<file path="config.mk">
export PLATFORM = sky130hd
export DESIGN_NAME = clock_set_ctrl_flat
export DESIGN_NICKNAME = d
export VERILOG_FILES = /design/src/rtl/clock_pkg.sv /design/src/rtl/clock_set_ctrl_if.sv /design/src/rtl/key_debounce.sv /design/src/rtl/clock_set_ctrl.sv /design/src/flat_wrapper.sv
export SDC_FILE = /design/constraint.sdc
export NUM_CORES = 1
export LEC_CHECK = 0
export ABC_AREA = 1
export ABC_CLOCK_PERIOD_IN_PS = 1400
export CAP_MARGIN = 20
export CELL_PAD_IN_SITES_DETAIL_PLACEMENT = 1
export CELL_PAD_IN_SITES_GLOBAL_PLACEMENT = 1
export CORE_MARGIN = 1
export CORE_UTILIZATION = 41
export CTS_CLUSTER_SIZE = 24
export DETAILED_ROUTE_END_ITERATION = 12
export GPL_ROUTABILITY_DRIVEN = 0
export PLACE_DENSITY = 0.88
export SLEW_MARGIN = 20
export SYNTH_ARGS = -nofsm -noshare
export SYNTH_HDL_FRONTEND = slang
export SYNTH_HIERARCHICAL = 1
export SYNTH_SLANG_ARGS = --single-unit
export TNS_END_PERCENT = 50
</file>
<file path="constraint.sdc">
create_clock -name clk -period 1.4 [get_ports clk]
set_input_delay 0.28 -clock clk [delete_from_list [all_inputs] [get_ports clk]]
set_output_delay 0.28 -clock clk [all_outputs]
set_load 0.02 [all_outputs]
</file>
<file path="src/rtl/clock_pkg.sv">
// Shared encodings, default timing and strobe helpers for the clock/alarm set controller.
package clock_pkg;

  localparam logic [1:0] MODE_NORMAL    = 2'd0;
  localparam logic [1:0] MODE_SET_ALARM = 2'd1;
  localparam logic [1:0] MODE_SET_TIME  = 2'd2;

  localparam logic FIELD_HOUR = 1'b0;
  localparam logic FIELD_MIN  = 1'b1;

  localparam int unsigned DEF_DEB_MS       = 20;
  localparam int unsigned DEF_RPT_DELAY_MS = 500;
  localparam int unsigned DEF_RPT_RATE_MS  = 100;
  localparam int unsigned DEF_IDLE_MS      = 10000;
  localparam int unsigned DEF_CNT_W        = 16;

  typedef struct packed {
    logic t_hour;
    logic t_min;
    logic a_hour;
    logic a_min;
    logic clr_sec;
    logic alarm_stop;
  } strobe_t;

  function automatic logic [1:0] next_mode(input logic [1:0] m);
    case (m)
      MODE_NORMAL:    return MODE_SET_ALARM;
      MODE_SET_ALARM: return MODE_SET_TIME;
      default:        return MODE_NORMAL;
    endcase
  endfunction

  // Selects the single increment strobe addressed by the current mode and field.
  function automatic strobe_t inc_strobe(input logic [1:0] m, input logic f);
    strobe_t s;
    s = '0;
    if (m == MODE_SET_ALARM) begin
      s.a_hour = (f == FIELD_HOUR);
      s.a_min  = (f == FIELD_MIN);
    end else if (m == MODE_SET_TIME) begin
      s.t_hour = (f == FIELD_HOUR);
      s.t_min  = (f == FIELD_MIN);
    end
    return s;
  endfunction

endpackage

</file>
<file path="src/rtl/clock_set_ctrl_if.sv">
// Front-panel keys, ms tick and datapath control strobes of the set controller.
interface clock_set_ctrl_if;
  logic       tick_ms;
  logic       key_mode;
  logic       key_change;
  logic       key_turn;
  logic [1:0] mode;
  logic       ld_hour;
  logic       ld_min;
  logic       inc_t_hour;
  logic       inc_t_min;
  logic       inc_a_hour;
  logic       inc_a_min;
  logic       clr_sec;
  logic       alarm_stop;

  modport master (
    output tick_ms, key_mode, key_change, key_turn,
    input  mode, ld_hour, ld_min, inc_t_hour, inc_t_min, inc_a_hour, inc_a_min,
    input  clr_sec, alarm_stop
  );

  modport slave (
    input  tick_ms, key_mode, key_change, key_turn,
    output mode, ld_hour, ld_min, inc_t_hour, inc_t_min, inc_a_hour, inc_a_min,
    output clr_sec, alarm_stop
  );
endinterface

</file>
<file path="src/rtl/key_debounce.sv">
// Two-flop synchronizer, ms-based debounce and rising-edge press detect for one raw key.
module key_debounce #(
  parameter int unsigned DEB_MS = 20
) (
  input  logic clk,
  input  logic rst,
  input  logic tick_ms,
  input  logic raw,
  output logic level,
  output logic press
);

  localparam int unsigned CNT_BITS = $clog2(DEB_MS + 1);
  localparam logic [CNT_BITS-1:0] CNT_LAST = CNT_BITS'(DEB_MS - 1);

  logic                sync1_q, sync2_q;
  logic [CNT_BITS-1:0] cnt_q;
  logic                flip;

  assign flip = tick_ms && (sync2_q != level) && (cnt_q == CNT_LAST);

  always_ff @(posedge clk or posedge rst) begin
    if (rst) begin
      sync1_q <= 1'b0;
      sync2_q <= 1'b0;
      cnt_q   <= '0;
      level   <= 1'b0;
      press   <= 1'b0;
    end else begin
      sync1_q <= raw;
      sync2_q <= sync1_q;
      press   <= flip && sync2_q;
      if (sync2_q == level) begin
        cnt_q <= '0;
      end else if (flip) begin
        cnt_q <= '0;
        level <= sync2_q;
      end else if (tick_ms && (cnt_q != CNT_LAST)) begin
        cnt_q <= cnt_q + 1'b1;
      end
    end
  end

endmodule

</file>
<file path="src/rtl/clock_set_ctrl.sv">
// Mode/field sequencer: turns debounced key presses into one-clock datapath strobes.
module clock_set_ctrl
  import clock_pkg::*;
#(
  parameter int unsigned DEB_MS       = DEF_DEB_MS,
  parameter int unsigned RPT_DELAY_MS = DEF_RPT_DELAY_MS,
  parameter int unsigned RPT_RATE_MS  = DEF_RPT_RATE_MS,
  parameter int unsigned IDLE_MS      = DEF_IDLE_MS,
  parameter int unsigned CNT_W        = DEF_CNT_W
) (
  input logic             clk,
  input logic             rst,
  clock_set_ctrl_if.slave bus
);

  localparam logic [CNT_W-1:0] DELAY_LAST = CNT_W'(RPT_DELAY_MS - 1);
  localparam logic [CNT_W-1:0] RATE_LAST  = CNT_W'(RPT_RATE_MS - 1);
  localparam logic [CNT_W-1:0] IDLE_LAST  = CNT_W'(IDLE_MS - 1);

  logic lvl_mode, lvl_turn, lvl_change;
  logic press_mode, press_turn, press_change;
  logic unused_lvl;

  key_debounce #(.DEB_MS(DEB_MS)) u_deb_mode (
    .clk(clk), .rst(rst), .tick_ms(bus.tick_ms), .raw(bus.key_mode),
    .level(lvl_mode), .press(press_mode)
  );
  key_debounce #(.DEB_MS(DEB_MS)) u_deb_turn (
    .clk(clk), .rst(rst), .tick_ms(bus.tick_ms), .raw(bus.key_turn),
    .level(lvl_turn), .press(press_turn)
  );
  key_debounce #(.DEB_MS(DEB_MS)) u_deb_change (
    .clk(clk), .rst(rst), .tick_ms(bus.tick_ms), .raw(bus.key_change),
    .level(lvl_change), .press(press_change)
  );

  assign unused_lvl = lvl_mode ^ lvl_turn;

  logic [1:0]       mode_q, mode_d;
  logic             field_q, field_d;
  logic             rpt_en_q, rpt_en_d;
  logic             rpt_first_q, rpt_first_d;
  logic [CNT_W-1:0] rpt_cnt_q, rpt_cnt_d;
  logic [CNT_W-1:0] idle_q, idle_d;
  strobe_t          stb_q, stb_d;
  logic             in_set, repeating;
  logic [CNT_W-1:0] rpt_last;

  assign in_set    = (mode_q != MODE_NORMAL);
  // rpt_en only arms on a change press inside a set mode, so a held key never repeats in NORMAL.
  assign repeating = in_set && rpt_en_q && lvl_change;
  assign rpt_last  = rpt_first_q ? DELAY_LAST : RATE_LAST;

  always_comb begin
    mode_d      = mode_q;
    field_d     = field_q;
    rpt_en_d    = rpt_en_q;
    rpt_first_d = rpt_first_q;
    rpt_cnt_d   = rpt_cnt_q;
    idle_d      = idle_q;
    stb_d       = '0;
    if (press_mode) begin
      mode_d   = next_mode(mode_q);
      field_d  = FIELD_HOUR;
      idle_d   = '0;
      rpt_en_d = 1'b0;
    end else if (press_turn) begin
      idle_d = '0;
      if (in_set) field_d = ~field_q;
      else        stb_d.clr_sec = 1'b1;
    end else if (press_change) begin
      idle_d = '0;
      if (in_set) begin
        stb_d       = inc_strobe(mode_q, field_q);
        rpt_en_d    = 1'b1;
        rpt_first_d = 1'b1;
        rpt_cnt_d   = '0;
      end else begin
        stb_d.alarm_stop = 1'b1;
      end
    end else begin
      if (!lvl_change || !in_set) rpt_en_d = 1'b0;
      if (repeating && bus.tick_ms) begin
        if (rpt_cnt_q >= rpt_last) begin
          stb_d       = inc_strobe(mode_q, field_q);
          rpt_cnt_d   = '0;
          rpt_first_d = 1'b0;
        end else begin
          rpt_cnt_d = rpt_cnt_q + 1'b1;
        end
      end
      if (in_set && !repeating && bus.tick_ms) begin
        if (idle_q >= IDLE_LAST) begin
          mode_d   = MODE_NORMAL;
          field_d  = FIELD_HOUR;
          idle_d   = '0;
          rpt_en_d = 1'b0;
        end else begin
          idle_d = idle_q + 1'b1;
        end
      end
    end
  end

  always_ff @(posedge clk or posedge rst) begin
    if (rst) begin
      mode_q      <= MODE_NORMAL;
      field_q     <= FIELD_HOUR;
      rpt_en_q    <= 1'b0;
      rpt_first_q <= 1'b0;
      rpt_cnt_q   <= '0;
      idle_q      <= '0;
      stb_q       <= '0;
    end else begin
      mode_q      <= mode_d;
      field_q     <= field_d;
      rpt_en_q    <= rpt_en_d;
      rpt_first_q <= rpt_first_d;
      rpt_cnt_q   <= rpt_cnt_d;
      idle_q      <= idle_d;
      stb_q       <= stb_d;
    end
  end

  assign bus.mode       = mode_q;
  assign bus.ld_hour    = in_set && (field_q == FIELD_HOUR);
  assign bus.ld_min     = in_set && (field_q == FIELD_MIN);
  assign bus.inc_t_hour = stb_q.t_hour;
  assign bus.inc_t_min  = stb_q.t_min;
  assign bus.inc_a_hour = stb_q.a_hour;
  assign bus.inc_a_min  = stb_q.a_min;
  assign bus.clr_sec    = stb_q.clr_sec;
  assign bus.alarm_stop = stb_q.alarm_stop;

endmodule

</file>
<file path="src/flat_wrapper.sv">
// flat-port wrapper written by rule: the top's interface ports become plain ports
module clock_set_ctrl_flat import clock_pkg::*;
#(
  parameter int unsigned DEB_MS       = DEF_DEB_MS,
  parameter int unsigned RPT_DELAY_MS = DEF_RPT_DELAY_MS,
  parameter int unsigned RPT_RATE_MS  = DEF_RPT_RATE_MS,
  parameter int unsigned IDLE_MS      = DEF_IDLE_MS,
  parameter int unsigned CNT_W        = DEF_CNT_W
)
  (clk, rst, bus_tick_ms, bus_key_mode, bus_key_change, bus_key_turn, bus_mode, bus_ld_hour, bus_ld_min, bus_inc_t_hour, bus_inc_t_min, bus_inc_a_hour, bus_inc_a_min, bus_clr_sec, bus_alarm_stop);
  clock_set_ctrl_if bus_i ();
  input logic clk;
  input logic rst;
  input wire logic [$bits(bus_i.tick_ms)-1:0] bus_tick_ms;
  input wire logic [$bits(bus_i.key_mode)-1:0] bus_key_mode;
  input wire logic [$bits(bus_i.key_change)-1:0] bus_key_change;
  input wire logic [$bits(bus_i.key_turn)-1:0] bus_key_turn;
  output wire logic [$bits(bus_i.mode)-1:0] bus_mode;
  output wire logic [$bits(bus_i.ld_hour)-1:0] bus_ld_hour;
  output wire logic [$bits(bus_i.ld_min)-1:0] bus_ld_min;
  output wire logic [$bits(bus_i.inc_t_hour)-1:0] bus_inc_t_hour;
  output wire logic [$bits(bus_i.inc_t_min)-1:0] bus_inc_t_min;
  output wire logic [$bits(bus_i.inc_a_hour)-1:0] bus_inc_a_hour;
  output wire logic [$bits(bus_i.inc_a_min)-1:0] bus_inc_a_min;
  output wire logic [$bits(bus_i.clr_sec)-1:0] bus_clr_sec;
  output wire logic [$bits(bus_i.alarm_stop)-1:0] bus_alarm_stop;
  assign bus_i.tick_ms = bus_tick_ms;
  assign bus_i.key_mode = bus_key_mode;
  assign bus_i.key_change = bus_key_change;
  assign bus_i.key_turn = bus_key_turn;
  assign bus_mode = bus_i.mode;
  assign bus_ld_hour = bus_i.ld_hour;
  assign bus_ld_min = bus_i.ld_min;
  assign bus_inc_t_hour = bus_i.inc_t_hour;
  assign bus_inc_t_min = bus_i.inc_t_min;
  assign bus_inc_a_hour = bus_i.inc_a_hour;
  assign bus_inc_a_min = bus_i.inc_a_min;
  assign bus_clr_sec = bus_i.clr_sec;
  assign bus_alarm_stop = bus_i.alarm_stop;
  clock_set_ctrl #(.DEB_MS(DEB_MS), .RPT_DELAY_MS(RPT_DELAY_MS), .RPT_RATE_MS(RPT_RATE_MS), .IDLE_MS(IDLE_MS), .CNT_W(CNT_W)) u_core (.clk(clk), .rst(rst), .bus(bus_i));
endmodule
</file>
Word level (Yosys, flattened, before mapping). Index checks and enable logic that the tools add are counted.

Input bits: 6. Word-level logic and storage cells: 156. Flip-flop bits (word level): 70. Output and inout bits: 10.

$add $sub $neg: 5. Order comparisons: 2. Bitwise gates (word level): 6. Reduce and logical (&&, ||, !) cells: 43. Eq/ne operators: 20. Mux-type cells: 53.

Operators with widths (number): 16-bit 2-to-1 mux (9); 5-bit 2-to-1 mux (10); 16-bit by 1-bit adder with 16-bit output, second input constant (2); 6-bit 2-to-1 mux (4); 1-bit logical AND (19); 1-bit 2-to-1 mux (19); 16-bit by 14-bit >= comparator with 1-bit output, second input constant (1); 16-bit >= comparator (1); 2-bit 2-to-1 mux (8); 5-bit by 1-bit adder with 5-bit output, second input constant (3); 5-bit == test, second input constant (3); 5-bit != test, second input constant (3); 3-bit nonzero test (5); 4-bit AND reduction (3); 2-bit nonzero test (5); 9-bit 2-to-1 mux (1); 3-bit by 1-bit != test with 1-bit output, second input constant (3); 2-bit AND reduction (4); 2-bit by 1-bit != test with 1-bit output, second input constant (3); 1-bit NOT (6); 5-bit AND reduction (1); 4-bit 2-to-1 mux (1); 2-bit one-hot mux with 2 select lines (1); 4-bit nonzero test (1); 7 further kinds (13).

Depth between registers and ports, before layout.
Depth in word-level cells: 10. Gate-level depth with buffers: 11.

Hierarchy. The synthesis kept the hierarchy.

By module, submodules not included: clock_set_ctrl (sequential area each 1076.0 um^2, cells each 319, area an instance 2387.3 um^2, times used 1); key_debounce (sequential area each 225.2 um^2, cells each 58, area an instance 470.5 um^2, times used 3).

Least setup slack after synthesis. OpenSTA, ideal clock, no wires.

Path kind: reg-to-reg. Start point: reg u_core.rpt_cnt_q[7]. End point: reg u_core.rpt_cnt_q[2]. Clock period less this slack: 1.408 ns. Cell stages (with the launch flop): 11. Arrival: 1.291 ns. Path slack: -0.008 ns. Buffers on the path: 0. Data required time: 1.282 ns. Cells stage by stage: dfrtp_1 -> ha_1 -> nand2_1 -> nor2_1 -> o21ai_0 -> nand2_1 -> nand2_1 -> nand2_2 -> nand2_2 -> inv_2 -> nor2_1.

Longest elaborated chain between the ends: 4.

Ends and longest elaborated chain: start, declared (RTL line clock_set_ctrl.sv:43) `logic [CNT_W-1:0] rpt_cnt_q, rpt_cnt_d;`; start signal, assigned (RTL line clock_set_ctrl.sv:119) `rpt_cnt_q <= rpt_cnt_d;`; 16-bit >= comparator (RTL line clock_set_ctrl.sv:84) `if (rpt_cnt_q >= rpt_last) begin`; 16-bit 2-to-1 mux (RTL line clock_set_ctrl.sv:84); 16-bit 2-to-1 mux (RTL line clock_set_ctrl.sv:83) `if (repeating && bus.tick_ms) begin`; 16-bit 2-to-1 mux (RTL line clock_set_ctrl.sv:71) `end else if (press_change) begin`.

Every way passes these cells. The select of a mux whose other input is x is not followed. A chain may end at the register's enable or synchronous reset.

Worst setup path after layout.
Start point: reg u_core.rpt_first_q. End point: reg u_core.rpt_cnt_q[0].

Longest elaborated chain between the ends: 5.

Ends and longest elaborated chain: start, declared (RTL line clock_set_ctrl.sv:42) `logic rpt_first_q, rpt_first_d;`; start signal, assigned (RTL line clock_set_ctrl.sv:118) `rpt_first_q <= rpt_first_d;`; 9-bit 2-to-1 mux (RTL line clock_set_ctrl.sv:52) `assign rpt_last = rpt_first_q ? DELAY_LAST : RATE_LAST;`; 16-bit >= comparator (RTL line clock_set_ctrl.sv:84); 16-bit 2-to-1 mux (RTL line clock_set_ctrl.sv:84); 16-bit 2-to-1 mux (RTL line clock_set_ctrl.sv:83); 16-bit 2-to-1 mux (RTL line clock_set_ctrl.sv:71).

Every way passes these cells. The select of a mux whose other input is x is not followed.

==> metrics.txt <==
Crit. Startpoint=u_core/rpt_first_q; largest net degree at the start of global routing=44; share of layout cells above drive strength 1=28.5%; R2R Setup Slk=-0.25 ns; worst skew pair latency=0.36 ns; EDFF count, synth=0; measured slew at the worst slew-check pin=0.447 ns; via count=3473; First DRT Iteration DRCs=150; pre-CTS WS=-0.366 ns; maximum vdd drop=598 uV; Clock Path Buffers=2; P per Cell Area=1030 nW/um^2; Final period util=118%; vias in the first global route=3748; Worst Path Class, Setup=reg2reg; CTS sink count=70; routed len/inst=16.8 um; # hold bufs at CTS=0; Pre-antenna DRT Iters=6; cell mode on critical path=nand2_4; Max-slew headroom=70.0%; Worst path slowest cell=dfrtp_1; post-layout util=56.2%; Total Routing Usage GR=23.8%; most common cell after layout, fill and taps aside=nand2_1; M2 GR Usage=42.7%; HPWL Detailed=7.13 mm; Die Area=9650 um^2; Die X=98.3 um; Arrival @ worst endpoint=1.90 ns; Clock Tree Root=clkbuf_8; fmax=605 MHz; asr flop ratio synth=100%; PnR worst setup slack=-0.252 ns; gr busiest metal=met2; outcome=finished, violations left; cells after synthesis=493; total routed wirelength=11.4 mm; Yosys cell types=28; initial antenna violation count=0; Worst Path Buf+Inv=2; post-synthesis net count=507; Final Critical Period=1.65 ns; CP delay by family, top=simple AND/OR/NAND/NOR gates; I/O pin count=16; Seq/Total Area, Yosys=46.1%; Top FF cell, synth=dfrtp_1; worst r2r path cells=11; input/output buffers=15; Setup Viol. Count Final=41; CP startpoint kind=flip-flop; register bit total from synthesis=70; Max Slew Vio Count=0; crit-path max cell delay=0.38 ns; leakage=2.61 nW; grt ovf=0; Total Nets Final=580; setup TNS=-5.62 ns; CTS Buf Count=9; final hold violations=0; worst-path fanout max=7; grt met3 use=4.65%; CTS tree=built; met1 Usage GRT=28.0%; initial core utilization=42.9%; mapped cell area=3800 um^2; std cell rows=34; stages on the worst setup path=11; first-pass GRT wire length=17.9 mm; Critical Path RT=1.65 ns; endpoint class of the critical path=flip-flop; Hold Path Class=in2async; H-tree levels=3; Post-route DRC=0; Max-Cap Viols=0; worst path cell trace=inv_2 > ha_4 > nand2_4 > nor2_4 > o21ai_2 > nand2_1 > nand2_2 > nand2_4 > nand2_8 > clkinv_8 > nor2_2; Worst-path clk slew=0.07 ns; diode count=0; die height=98.3 um; Setup crit end=u_core/rpt_cnt_q[0]; Detail Route Antenna Nets=0; Core ar.=8850 um^2; clk_skew=0.00935 ns; commonest cells after routing, fill and taps aside=nand2_1 (140), dfrtp_1 (70), inv_1 (63); Synth Area per Inst=7.71 um^2; # fillers=1073; worst r2r dst=u_core/rpt_cnt_q[0]; P&R area growth vs syn=30.8%; worst r2r src=u_core/rpt_first_q; Ys Warns=6; via-per-instance ratio=5.11; failing checks=setup timing; RSZ-0062 raised after global routing=true
[cell type report]
type / count / area (um^2) / share of cell area [%]
well taps: 108 / 135 / 2.72
inverters: 79 / 323 / 6.50
multi-input cells: 340 / 2000 / 40.2
repair buffers: 66 / 562 / 11.3
clock buffers: 13 / 159 / 3.20
clock inverters: 3 / 42.5 / 0.856
flip-flops and latches: 70 / 1750 / 35.3
[cells in the mapped netlist, types with 6 or more instances]
master	n	share of area (%)
nand2_2	13	2.1
nor2_4	8	2.4
xor2_1	10	2.3
inv_1	67	6.6
nand2_1	156	15
nand3_1	41	5.4
buf_6	6	1.8
nand4_1	14	2.3
o21ai_0	6	0.79
dfrtp_1	70	46
ha_1	8	2.6
inv_2	8	0.79
nor2_1	59	5.8
[sequential cells by signal, summed over array words and instances, names as in the netlist, 2 cells and up]
name and cells:
u_core/idle_q 16, u_core/rpt_cnt_q 16, u_core/u_deb_change/cnt_q 5, u_core/u_deb_mode/cnt_q 5
u_core/bus.mode 2, u_core/u_deb_turn/cnt_q 5
[metal layers]
layer / vias up / share of wire (%)
li1: 1668 / -
met1: 1736 / 41
met2: 52 / 54
met3: 17 / 2.6
met4: 0 / 2.0
met5: - / 0
[per-stage QoR]
| step | cell area [um^2] | hold slack (ns) | cells | total power, mW |
|---|---|---|---|---|
| floorplan | 3800 | 0.108 | 493 | 2.75 |
| global placement | 4330 | 0.333 | 649 | 3.09 |
| detailed placement | 4330 | 0.337 | 649 | 3.15 |
| CTS | 4640 | 0.300 | 666 | 4.84 |
| global route | 4970 | 0.339 | 679 | 5.37 |
| finish | 4970 | 0.313 | 679 | 5.12 |
[where the power goes]
part / switching [mW] / internal [mW]
combinational: 0.668 / 0.472
clock: 0.761 / 0.919
sequential: 0.150 / 2.15
total: 1.58 / 3.54
[repair_timing]
| action | 4_1_cts | 5_1_grt |
|---|---|---|
| cloned | 0 | 2 |
| buffers inserted | 1 | 11 |
| endpoints found under the setup margin | 43 | 40 |
| pin swaps | 13 | 30 |
| gates resized for setup | 54 | 60 |
[logic make-up (layout without fill, tap and decap cells)]
group / after synthesis / in the layout / synth area share [%]
flip-flops: 70 / 70 / 46.1
AO/OA/AOI/OAI: 18 / 18 / 3.46
buffers and inverters: 85 / 161 / 9.75
adder cells (fa/ha/maj): 8 / 8 / 2.64
AND/OR/NAND/NOR: 302 / 304 / 35.7
XOR/XNOR: 10 / 10 / 2.31
[worst min-delay path by stage]
| stage | start | end | slack (ns) | cells after the start |
|---|---|---|---|---|
| detailed placement | u_core/u_deb_mode/sync1_q | u_core/u_deb_mode/sync2_q | 0.34 | 0 |
| global placement | u_core/u_deb_mode/sync1_q | u_core/u_deb_mode/sync2_q | 0.33 | 0 |
| global route | rst | u_core/u_deb_mode/press | 0.34 | 2 |
| finish | rst | u_core/u_deb_mode/press | 0.31 | 2 |
| CTS | rst | u_core/u_deb_turn/sync1_q | 0.30 | 2 |
| floorplan | rst | u_core/u_deb_change/cnt_q[0] | 0.11 | 1 |
No activity file was read; power rests on OpenSTA's default activity.
